## config.mk

```make
export PLATFORM = sky130hd
export DESIGN_NAME = reg_file_param
export DESIGN_NICKNAME = d
export VERILOG_FILES = /design/src/rtl/reg_file_pkg.sv /design/src/rtl/reg_file_param_gen_reg.sv /design/src/rtl/reg_file_param.sv
export SDC_FILE = /design/constraint.sdc
export NUM_CORES = 1
export LEC_CHECK = 0
export CORE_MARGIN = 3
export CORE_UTILIZATION = 50
export CTS_CLUSTER_DIAMETER = 100
export CTS_CLUSTER_SIZE = 20
export DETAILED_ROUTE_END_ITERATION = 10
export PLACE_DENSITY = 0.67
export SLEW_MARGIN = 0
export SYNTH_ARGS = -nofsm -noshare
export SYNTH_HDL_FRONTEND = slang
export SYNTH_HIERARCHICAL = 1
export SYNTH_SLANG_ARGS = --single-unit
```

## constraint.sdc

```tcl
create_clock -name clk -period 4.35 [get_ports clk]
set_input_delay 0.435 -clock clk [delete_from_list [all_inputs] [get_ports clk]]
set_output_delay 0.435 -clock clk [all_outputs]
set_load 0.1 [all_outputs]
```

## src/rtl/reg_file_pkg.sv

```systemverilog
// Shared helpers for the parametrised register file: address sizing and the
// byte-enable merge used by both the storage cells and the bypass path.
package reg_file_pkg;

    localparam int unsigned MAX_WIDTH = 256;
    localparam int unsigned MAX_BYTES = MAX_WIDTH / 8;

    function automatic int unsigned addr_width(input int unsigned depth);
        return (depth <= 2) ? 1 : $clog2(depth);
    endfunction

    // Callers zero-extend narrower words into and truncate back out of MAX_WIDTH.
    function automatic logic [MAX_WIDTH-1:0] byte_merge(
        input logic [MAX_WIDTH-1:0] old_word,
        input logic [MAX_WIDTH-1:0] new_word,
        input logic [MAX_BYTES-1:0] be
    );
        logic [MAX_WIDTH-1:0] merged;
        merged = old_word;
        for (int unsigned i = 0; i < MAX_BYTES; i++) begin
            if (be[i]) merged[8*i +: 8] = new_word[8*i +: 8];
        end
        return merged;
    endfunction

endpackage

```

## src/rtl/reg_file_param_gen_reg.sv

```systemverilog
// Load-enabled register cell with synchronous clear and per-byte write enables.
module gen_reg_param
    import reg_file_pkg::*;
#(
    parameter int unsigned WIDTH = 32
) (
    input  logic               clk,
    input  logic               clr,
    input  logic               en,
    input  logic [WIDTH/8-1:0] be,
    input  logic [WIDTH-1:0]   d,
    output logic [WIDTH-1:0]   q
);

    logic [WIDTH-1:0] data_q;
    logic [WIDTH-1:0] data_d;

    always_comb begin
        data_d = data_q;
        if (en) begin
            data_d = WIDTH'(byte_merge(MAX_WIDTH'(data_q), MAX_WIDTH'(d), MAX_BYTES'(be)));
        end
    end

    always_ff @(posedge clk) begin
        if (clr) data_q <= '0;
        else     data_q <= data_d;
    end

    assign q = data_q;

endmodule

```

## src/rtl/reg_file_param.sv

```systemverilog
// Register file: one byte-enabled write port, NUM_RD combinational read ports,
// optional hardwired-zero R0 and optional write-to-read bypass.
module reg_file_param
    import reg_file_pkg::*;
#(
    parameter int unsigned WIDTH   = 32,
    parameter int unsigned DEPTH   = 16,
    parameter int unsigned NUM_RD  = 2,
    parameter bit          R0_ZERO = 1'b1,
    parameter bit          BYPASS  = 1'b1,
    localparam int unsigned AW     = addr_width(DEPTH)
) (
    input  logic                    clk,
    input  logic                    clr,
    input  logic                    wr_en,
    input  logic [AW-1:0]           wr_addr,
    input  logic [WIDTH/8-1:0]      wr_be,
    input  logic [WIDTH-1:0]        wr_data,
    input  logic [NUM_RD*AW-1:0]    rd_addr,
    output logic [NUM_RD*WIDTH-1:0] rd_data,
    output logic [DEPTH-1:0]        wr_busy
);

    logic [WIDTH-1:0] regs [DEPTH];
    logic [DEPTH-1:0] wr_busy_q;
    logic [DEPTH-1:0] wr_busy_d;
    logic [WIDTH-1:0] wr_merged;
    logic [AW-1:0]    rd_idx;
    logic [WIDTH-1:0] rd_lane;

    for (genvar i = 0; i < DEPTH; i++) begin : g_reg
        if (R0_ZERO && i == 0) begin : g_zero
            assign regs[i] = '0;
        end else begin : g_cell
            gen_reg_param #(.WIDTH(WIDTH)) u_reg (
                .clk (clk),
                .clr (clr),
                .en  (wr_en && (wr_addr == AW'(i))),
                .be  (wr_be),
                .d   (wr_data),
                .q   (regs[i])
            );
        end
    end

    always_comb begin
        wr_busy_d = '0;
        if (wr_en && !(R0_ZERO && wr_addr == '0)) wr_busy_d[wr_addr] = 1'b1;
    end

    always_ff @(posedge clk) begin
        if (clr) wr_busy_q <= '0;
        else     wr_busy_q <= wr_busy_d;
    end

    assign wr_busy = wr_busy_q;

    // Same merge the storage cell will commit at the edge, so bypassed reads match.
    always_comb begin
        wr_merged = WIDTH'(byte_merge(MAX_WIDTH'(regs[wr_addr]), MAX_WIDTH'(wr_data),
                                      MAX_BYTES'(wr_be)));
    end

    always_comb begin
        rd_data = '0;
        rd_idx  = '0;
        rd_lane = '0;
        for (int unsigned k = 0; k < NUM_RD; k++) begin
            rd_idx  = rd_addr[k*AW +: AW];
            rd_lane = regs[rd_idx];
            if (BYPASS && wr_en && !clr && rd_idx == wr_addr) rd_lane = wr_merged;
            if (R0_ZERO && rd_idx == '0) rd_lane = '0;
            rd_data[k*WIDTH +: WIDTH] = rd_lane;
        end
    end

endmodule

```

==> results.toml <==
[outcome]
outcome = "finished, final reports clean"

[global_routing]
grt_overflow_total = 0
grtUsageTotal_pct = 33.9
antenna_found_initial = 5
first_global_vias = 29500
grt_pass1_wl_um = 193000
grt_start_max_net_pins = 198

[routing]
via_per_inst = 7.34
initialDrtViolationCount = 4485
highest_layer = "met5"
wl_per_cell_um = 31.2
num_vias = 30300
wirelength_um = 129000
dr_wl_met3_um = 15000
drtAntennaViolNets = 0
drc = 0
route.layer.met1.wl_um = 47600
first_pass_iters = 7
dr_wl_met2_um = 56700

[die]
die_y_um = 271
design.core.area_mm2 = 0.0691
start_util_pct = 50.8
die_w_um = 271
rows = 96
die_area_mm2 = 0.0734
io_pins = 131

[cts]
ctsHoldBuffers = 0
cts.path.max_buffers = 3
clk_pin_slew_ns = 0.10
htree_num_levels = 1
cts_resized = 0
cts_tree = "yes"
clock_latency_ns = 0.63
cts-root-buf = "clkbuf_16"
numCtsBuffers = 28
postCtsSetupBuffers = 0
cts.sinks = 496

[layout]
drive_gt1_share_pct = 27.0
stdcell_count = 4128
nFillCells = 5903
synthToLayoutAreaGrowth_pct = 5.49
regArea_mm2 = 0.00993
nets = 3241
multi_input_area_mm2 = 0.0220

[critical_path]
cp_cell_sequence = "buf_2 -> buf_4 -> xnor2_1 -> and4_1 -> a21oi_1 -> a2bb2oi_4 -> buf_4 -> a32o_1 -> buf_12"
slowest_delay_ns = 0.55
crit_slowest_cell = "buf_2"
crit_fanout = 20
r2r_slack_ns = 3.46
cp_common_cell = "buf_4"
cp.required_ns = 3.91
r2r-end = "g_reg[9].g_cell.u_reg/q[17]"
end_kind = "primary output"
arrival_ns = 3.33
crit_type = "in2out"
crit-reg2reg-launch = "g_reg[9].g_cell.u_reg/q[17]"
startpoint_type = "input pin"
reg2reg_depth = 2

[sta]
drv_slew = 0
tightest_slew_ns = 1.27
setup_violations = 0
rsz0062_at_grt = "false"
slew_headroom_pct = 15.5
max_freq_mhz = 265
fin_setup_tns_ns = 0
min_period_ns = 3.77
hold_viol_final = 0
fin_crit_sh_pct = 86.6
finClkSkew_ns = 0

[synthesis]
synthArstFlopShare_pct = 0
synth_warnings = 6
synth_cell_type_count = 61
synth_nets = 3374
synth_edf_count = 0
syn-cell-area_mm2 = 0.0351
yosysSeqAreaShare_pct = 28.3
ys_seq_elements = 496
synth.area.top_cells = "dfxtp_1 28%, mux4_2 19%, a21bo_1 11%, nand3_1 6.9%, a21oi_1 6.0%"
synth.top_cell.area_share_pct = 28.3
yosysTopAreaCell = "dfxtp_1"
avgSynthCellArea_um2 = 10.6
syn_inst = 3323
synth_ff_type = "dfxtp_1"

[placed_design]
hpwl_um = 78200
gp_routability_congestion = 0.926
io_buffers = 130
dp_cells = 4091

[pwr]
p_leak_nw = 12.3
worst_ir_drop_vdd_v = 0.000287
powerDensity_mw_per_mm2 = 248

[min_path]
hp-class = "in2reg"
hp-start = "wr_be[3]"
min_to = "g_reg[2].g_cell.u_reg/q[28]"
whs_path_depth = 3

[flow_run]
cap_violations = 0
Yosys cell counts (51+ instances only):
library cell    n
a21bo_1       390
a21bo_2        90
a21oi_1       423
a21oi_2        91
a22o_1         56
buf_1          55
buf_2          95
buf_6         181
dfxtp_1       496
mux2_2        105
mux2i_1        52
mux4_2        302
nand3_1       481
nor2_1         51
final cells by class:
class	instances	share of cell area, %
Inverter	13	0.132
Tap cell	931	3.15
Sequential cell	496	26.8
Clock inverter	1	0.0440
Timing Repair Buffer	267	8.50
Antenna cell	5	0.0338
Clock buffer	31	1.95
Multi-Input combinational cell	2384	59.4
flip-flops by register name, indices dropped and copies added, names as in the netlist:
name	cells
wr_busy	16
g.g_cell.u_reg/q	480
power breakdown:
part           total (mW)  switching (mW)  internal, mW
clock network        2.84            1.67          1.18
logic                1.73            1.21         0.522
registers            4.60          0.0333          4.57
total                9.18            2.91          6.27
worst max path at each step:
stage | to | slack (ns) | from | cells past startpoint
floorplan | rd_data[49] | 0.70 | wr_addr[0] | 8
global placement | rd_data[27] | 0.72 | wr_addr[0] | 8
detailed placement | rd_data[27] | 0.69 | wr_addr[0] | 8
CTS | rd_data[27] | 0.70 | wr_addr[0] | 8
global route | rd_data[52] | 0.53 | wr_en | 7
finish | rd_data[20] | 0.58 | wr_addr[2] | 9
worst max-delay path: cells and delay by family:
family | cells | cell delay (ns)
buffers and inverters | 4 | 1.46
AOI/OAI and AO/OA | 3 | 1.06
and+or+nand+nor | 1 | 0.27
xor gates and xnor gates | 1 | 0.09
metal layers:
metal	global-route usage, %	vias to the layer above
met5	0	-
met4	21.5	4
met3	8.93	545
met2	50.9	2160
met1	43.3	15000
li1	-	12600
metrics by stage:
stage               hold slack (ns)  area [um^2]  util, %  total power [mW]  setup WS (ns)
global placement              0.574        36200     52.5              6.37          0.720
finish                        0.245        37000     53.6              9.18          0.583
detailed placement            0.584        36200     52.5              6.39          0.694
global route                  0.276        37000     53.6              9.38          0.532
CTS                           0.237        37000     53.6              9.13          0.700
floorplan                     0.504        35100        -              5.84          0.702
kinds of logic (layout without fill, tap and decap cells):
family	count (synthesis)	in the layout	synth area share, %
buffers and inverters	443	312	9.51
XOR/XNOR	6	6	0.150
AO/OA/AOI/OAI	1253	1253	28.2
flip-flops	496	496	28.3
other	1	6	0.0107
AND/OR/NAND/NOR	663	663	9.46
multiplexers	461	461	24.4
layout by cell type (no fill, tap or decap), drive strengths merged, types with 13 or more instances in the layout:
master         netlist  routed
a221oi              46      46
a22o                56      56
nor2b               13      13
a21bo              480     480
mux4               304     304
nand2               36      36
o2bb2ai             21      21
nand3              481     481
nor3                28      28
nand2b              20      20
nor2                51      51
dfxtp              496     496
clkdlybuf4s50        0      49
clkbuf              49      33
o22ai               35      35
mux2i               52      52
a211oi              18      18
a32o                23      23
buf                379     216
mux2               105     105
a21oi              514     514
Note: power is estimated with default switching activity, not from simulation.
